### config.mk
export PLATFORM = sky130hd
export DESIGN_NAME = uart_rx
export DESIGN_NICKNAME = d
export VERILOG_FILES = /design/src/rtl/uart_rx_pkg.sv /design/src/rtl/uart_rx_bit_sampler.sv /design/src/rtl/uart_rx.sv
export SDC_FILE = /design/constraint.sdc
export NUM_CORES = 1
export LEC_CHECK = 0
export CAP_MARGIN = 20
export CORE_MARGIN = 2
export CORE_UTILIZATION = 50
export DETAILED_ROUTE_END_ITERATION = 8
export PLACE_DENSITY = 0.68
export SLEW_MARGIN = 20
export SYNTH_ARGS = -nofsm -noshare
export SYNTH_HDL_FRONTEND = slang
export SYNTH_SLANG_ARGS = --single-unit
### constraint.sdc
create_clock -name clk -period 4.6 [get_ports clk]
set_input_delay 0.92 -clock clk [delete_from_list [all_inputs] [get_ports clk]]
set_output_delay 0.92 -clock clk [all_outputs]
set_load 0.01 [all_outputs]
### src/rtl/uart_rx_pkg.sv
// Shared constants for the UART receiver: FSM encoding, legal oversampling
// ratios and parity-type encoding.
package uart_rx_pkg;

    typedef enum logic [2:0] {
        IDLE   = 3'd0,
        START  = 3'd1,
        DATA   = 3'd2,
        PARITY = 3'd3,
        STOP   = 3'd4
    } rx_state_t;

    localparam int PRESCALE_8  = 8;
    localparam int PRESCALE_16 = 16;
    localparam int PRESCALE_32 = 32;

    localparam logic PAR_EVEN = 1'b0;
    localparam logic PAR_ODD  = 1'b1;

    // Anything outside the supported ratios falls back to 8.
    function automatic logic [7:0] legal_prescale(input logic [7:0] p);
        case (p)
            8'(PRESCALE_16): return 8'(PRESCALE_16);
            8'(PRESCALE_32): return 8'(PRESCALE_32);
            default:         return 8'(PRESCALE_8);
        endcase
    endfunction

endpackage

### src/rtl/uart_rx_bit_sampler.sv
// Line synchronizer, per-bit edge counter and three-sample majority vote
// around the middle of each bit.
module uart_rx_bit_sampler #(
    parameter int prescale_width = 6
) (
    input  logic                      clk,
    input  logic                      rst,
    input  logic                      rx_in,
    input  logic [prescale_width-1:0] prescale,
    input  logic                      counting,
    input  logic                      start_det,
    output logic                      rx_s,
    output logic                      sampled_bit,
    output logic                      bit_end
);

    logic                      sync1;
    logic [prescale_width-1:0] cnt;
    logic [prescale_width-1:0] half;
    logic                      s0, s1, s2;

    assign half    = prescale >> 1;
    assign bit_end = counting && (cnt == prescale - prescale_width'(1));

    // The start-detection cycle counts as edge 0, so the counter enters START at 1.
    always_ff @(posedge clk) begin
        if (rst) begin
            sync1       <= 1'b1;
            rx_s        <= 1'b1;
            cnt         <= '0;
            s0          <= 1'b0;
            s1          <= 1'b0;
            s2          <= 1'b0;
            sampled_bit <= 1'b0;
        end else begin
            sync1 <= rx_in;
            rx_s  <= sync1;

            if (!counting)
                cnt <= start_det ? prescale_width'(1) : '0;
            else if (cnt == prescale - prescale_width'(1))
                cnt <= '0;
            else
                cnt <= cnt + prescale_width'(1);

            if (cnt == half - prescale_width'(2)) s0 <= rx_s;
            if (cnt == half - prescale_width'(1)) s1 <= rx_s;
            if (cnt == half)                      s2 <= rx_s;
            if (cnt == half + prescale_width'(1))
                sampled_bit <= (s0 & s1) | (s0 & s2) | (s1 & s2);
        end
    end

endmodule

### src/rtl/uart_rx.sv
// UART receiver top: frame FSM, data shift register, parity check and
// registered one-cycle result pulses.
module uart_rx
    import uart_rx_pkg::*;
#(
    parameter int data_width     = 8,
    parameter int prescale_width = 6
) (
    input  logic                      clk,
    input  logic                      rst,
    input  logic                      rx_in,
    input  logic [prescale_width-1:0] prescale,
    input  logic                      par_en,
    input  logic                      par_typ,
    output logic [data_width-1:0]     P_data,
    output logic                      data_valid,
    output logic                      par_err,
    output logic                      stop_err
);

    localparam int BW = $clog2(data_width + 1);

    rx_state_t                 state;
    logic [BW-1:0]             bit_cnt;
    logic [data_width-1:0]     shift_reg;
    logic [prescale_width-1:0] p_lat;
    logic                      par_en_lat;
    logic                      par_typ_lat;
    logic                      par_bad;
    logic                      frame_done;
    logic                      stop_ok;

    logic rx_s;
    logic sampled_bit;
    logic bit_end;
    logic counting;
    logic start_det;

    assign counting  = (state != IDLE);
    assign start_det = (state == IDLE) && !rx_s;

    uart_rx_bit_sampler #(
        .prescale_width(prescale_width)
    ) bit_sampler (
        .clk        (clk),
        .rst        (rst),
        .rx_in      (rx_in),
        .prescale   (p_lat),
        .counting   (counting),
        .start_det  (start_det),
        .rx_s       (rx_s),
        .sampled_bit(sampled_bit),
        .bit_end    (bit_end)
    );

    // Results are issued one cycle after the stop bit ends, which may overlap
    // the detection cycle of a back-to-back frame.
    always_ff @(posedge clk) begin
        if (rst) begin
            state       <= IDLE;
            bit_cnt     <= '0;
            shift_reg   <= '0;
            p_lat       <= prescale_width'(PRESCALE_8);
            par_en_lat  <= 1'b0;
            par_typ_lat <= PAR_EVEN;
            par_bad     <= 1'b0;
            frame_done  <= 1'b0;
            stop_ok     <= 1'b0;
            P_data      <= '0;
            data_valid  <= 1'b0;
            par_err     <= 1'b0;
            stop_err    <= 1'b0;
        end else begin
            data_valid <= 1'b0;
            par_err    <= 1'b0;
            stop_err   <= 1'b0;
            frame_done <= 1'b0;

            if (frame_done) begin
                if (par_bad)
                    par_err <= 1'b1;
                else if (!stop_ok)
                    stop_err <= 1'b1;
                else begin
                    data_valid <= 1'b1;
                    P_data     <= shift_reg;
                end
            end

            case (state)
                IDLE: begin
                    if (!rx_s) begin
                        state       <= START;
                        p_lat       <= prescale_width'(legal_prescale(8'(prescale)));
                        par_en_lat  <= par_en;
                        par_typ_lat <= par_typ;
                        par_bad     <= 1'b0;
                    end
                end
                START: begin
                    if (bit_end) begin
                        bit_cnt <= '0;
                        state   <= sampled_bit ? IDLE : DATA;
                    end
                end
                DATA: begin
                    if (bit_end) begin
                        shift_reg <= {sampled_bit, shift_reg[data_width-1:1]};
                        if (bit_cnt == BW'(data_width - 1)) begin
                            bit_cnt <= '0;
                            state   <= par_en_lat ? PARITY : STOP;
                        end else begin
                            bit_cnt <= bit_cnt + BW'(1);
                        end
                    end
                end
                PARITY: begin
                    if (bit_end) begin
                        par_bad <= (sampled_bit != ((^shift_reg) ^ par_typ_lat));
                        state   <= STOP;
                    end
                end
                STOP: begin
                    if (bit_end) begin
                        frame_done <= 1'b1;
                        stop_ok    <= sampled_bit;
                        state      <= IDLE;
                    end
                end
                default: state <= IDLE;
            endcase
        end
    end

endmodule
==> run metrics <==
status=finished clean; max-slew violations=0; top cell type's share of synthesized area=0.4307; largest net degree at the start of global routing=24; Worst EP arrival=approximately 3000 ps; P per Cell Area=between 300 and 400 mW/mm2; Max-cap violations=0; Worst R2R End=bit_cnt[3]$_SDFFE_PP0P_; syn_nets=between 200 and 300; Seq. cell area=about 920 um2; switch share=0.2159; Num CTS Buffers=5; critical path launch point=p_lat[3]$_SDFFE_PP1P_; Fmax=~360 MHz; first-pass GRT wire length=around 7 mm; Clk pwr share=0.398; async set-reset flop share out of synthesis=0; Die ar.=0.004816 mm2; crit-path max cell delay=between 700 and 800 ps; CTS tree=done; switching pwr=around 160 uW; final core utilization=0.6096; top cells by area, synth=dfxtp_1 43%, mux2i_1 6.6%, nor2_1 5.3%; Post-layout nets=267; Initial Util=0.5270; routability cong.=around 0.73; WL/cell=approximately 13 um; Area Overhead vs Synth=15.68%; Remaining DRCs=0; Reg clk slew, reported paths=90 ps; vias per inst=about 5.4; slowest CP cell=nor4_4; Final Setup Violations=0; cts repair resizes=0; # IOs=22; non-filler instance count after layout=between 300 and 400; Total Routing Usage GR=0.1779; layout cells sized above 1=0.05578; vias in the first global route=1524; Min-Delay Path Class=reg -> reg; initial antenna violation count=0; I/O Buffers=21; CTS root buf=clkbuf_8; Die Width=69.40 um; critical-path cell list=inv_1, ha_1, xor3_1, nor4_4, nand2_2, or4_1, a21oi_1; RSZ-0062 raised after global routing=no; worst r2r src=p_lat[3]$_SDFFE_PP1P_; synthesized cell area=0.002138 mm2; clock latency on the worst-skew pair=~300 ps; Syn Area/Cell=about 9.1 um2; Seq/Total Area, Yosys=0.4307; WP data required=around 4800 ps; Max-slew headroom=0.3472; maximum fanout along the worst path=19; Combinational Power Share=0.057; post-synthesis register bit count=46; multi-input logic area=0.001136 mm2; # clock sinks=46; R2R setup slack=approximately 1800 ps; total power=746.2 uW; Startpoint Class=register; Critical Path End=bit_cnt[3]$_SDFFE_PP0P_; H-tree levels=2; Ys Warns=0; Slew @ Worst Pin=between 900 and 1000 ps; DRT antenna net count=0; r2r worst-path depth=7; count of cell types in the netlist=43; Final Critical Period=approximately 2800 ps; postcts setup bufs=0; fin area=between 0.002 and 0.0025 mm2; Max Root-Sink Buffers=2; Final Hold Fails=0; HPWL after DPL=around 2.7 mm; part of the power in registers=0.545; Core Region=roughly 0.0041 mm2; Placed Cells=between 200 and 300; largest area contributor in the netlist=dfxtp_1; fill count=376; worst vdd ir=roughly 0.00017 V; prevailing post-synth register cell=dfxtp_1; Power Internal=about 600 uW; Leakage=between 0.9 and 1 nW; Std-Cell Rows=23; worst clock skew=approximately 9.4 ps; gr ovfl total=0; Crit. End Element=register; Starting DRT DRC Count=slightly below 50; Pre-antenna DRT Iters=4; Synth Instances=235; Die H=slightly below 70 um; cts hold-fix bufs=0; crit path kind=reg -> reg; final WL=3.883 mm; Post-DP Area=roughly 0.0024 mm2; period utilization=0.6072; Post-synth EDFFs=0; # diodes=0; total number of vias=roughly 1600; setup_tns=0 ps
[area by class of cell]
| class | instances | share of cell area |
|---|---|---|
| Clock buffer | 6 | 0.02934 |
| Clock inverter | 2 | 0.01517 |
| Inverter | 7 | 0.01062 |
| Multi-Input combinational cell | 168 | 0.4593 |
| Sequential cell | 46 | 0.3723 |
| Tap cell | 50 | 0.02529 |
| Timing Repair Buffer | 22 | 0.08801 |
[cell usage in the layout (no fill, tap or decap), drive strengths merged, types with 3 or more instances in the layout]
cell type      count
a211o              3
nand2b             3
mux2i             14
clkdlybuf4s50     21
nor4               3
o21ai              3
clkbuf             6
ha                 6
inv                7
or2                3
nand2             19
xor2               8
a21oi             17
dfxtp             46
nor2              30
or3                3
xnor2             11
nor4bb             4
nand3             13
[worst max-delay path: cells and delay by family (launching register included)]
| kind | cells | cell delay, ps |
|---|---|---|
| simple gates | 3 | 1400 |
| flops | 1 | 450 |
| xor+xnor | 1 | 400 |
| fa+ha+maj | 1 | 230 |
| compound gates | 1 | 150 |
| buf+inv | 1 | 70 |
[logic make-up after synthesis]
group                      count (synthesis)  synth area share
xor gates and xnor gates                  21           0.09947
buffers and inverters                     21           0.03803
adders and majority gates                  6           0.03511
and+or+nand+nor                           92            0.2265
muxes                                     15           0.07080
DFF                                       46            0.4307
AOI/OAI and AO/OA                         34           0.09948
[worst min path at each step]
stage                                  from                          end  slack, ps  cells after the start
2_1_floorplan  bit_sampler.sync1$_SDFF_PP1_  bit_sampler.rx_s$_SDFF_PP1_        390                      1
5_1_grt        bit_sampler.sync1$_SDFF_PP1_  bit_sampler.rx_s$_SDFF_PP1_        450                      1
4_1_cts        bit_sampler.sync1$_SDFF_PP1_  bit_sampler.rx_s$_SDFF_PP1_        420                      1
6_report       bit_sampler.sync1$_SDFF_PP1_  bit_sampler.rx_s$_SDFF_PP1_        420                      1
3_5_place_dp   bit_sampler.sync1$_SDFF_PP1_  bit_sampler.rx_s$_SDFF_PP1_        400                      1
3_3_place_gp   bit_sampler.sync1$_SDFF_PP1_  bit_sampler.rx_s$_SDFF_PP1_        400                      1
[power groups by stage]
stage / Sequential (mW) / Combinational [mW] / Clock, mW
after floorplan: 0.414 / 0.0300 / 0
after global placement: 0.416 / 0.0421 / 0
after detailed placement: 0.416 / 0.0425 / 0
after CTS: 0.407 / 0.0429 / 0.309
after global routing: 0.408 / 0.0475 / 0.320
final: 0.407 / 0.0426 / 0.297
[synthesized netlist by cell type (all sizes together), types with 3 or more instances]
cell type / number
or2: 3
o21ai: 3
nor4bb: 4
nor4: 3
nor2: 30
nand2: 19
nand2b: 3
or3: 3
xnor2: 11
ha: 6
dfxtp: 46
nand3: 13
a211o: 3
a21oi: 17
clkbuf: 12
inv: 7
xor2: 8
mux2i: 14
[stage by stage]
stage	hold slack (ps)	worst slack, ps
after floorplan	389.5	2422
after global placement	396.0	1886
after detailed placement	400.1	1833
after CTS	419.5	1814
after global routing	450.0	1585
final	419.9	1807
[routing by layer]
metal,share of wire,track usage,vias to the layer above
li1,-,-,847
met1,0.51,0.2397,744
met2,0.43,0.2746,32
met3,0.041,0.04651,7
met4,0.018,0.06536,0
met5,0,0,-
No activity file was read; power rests on OpenSTA's default activity.
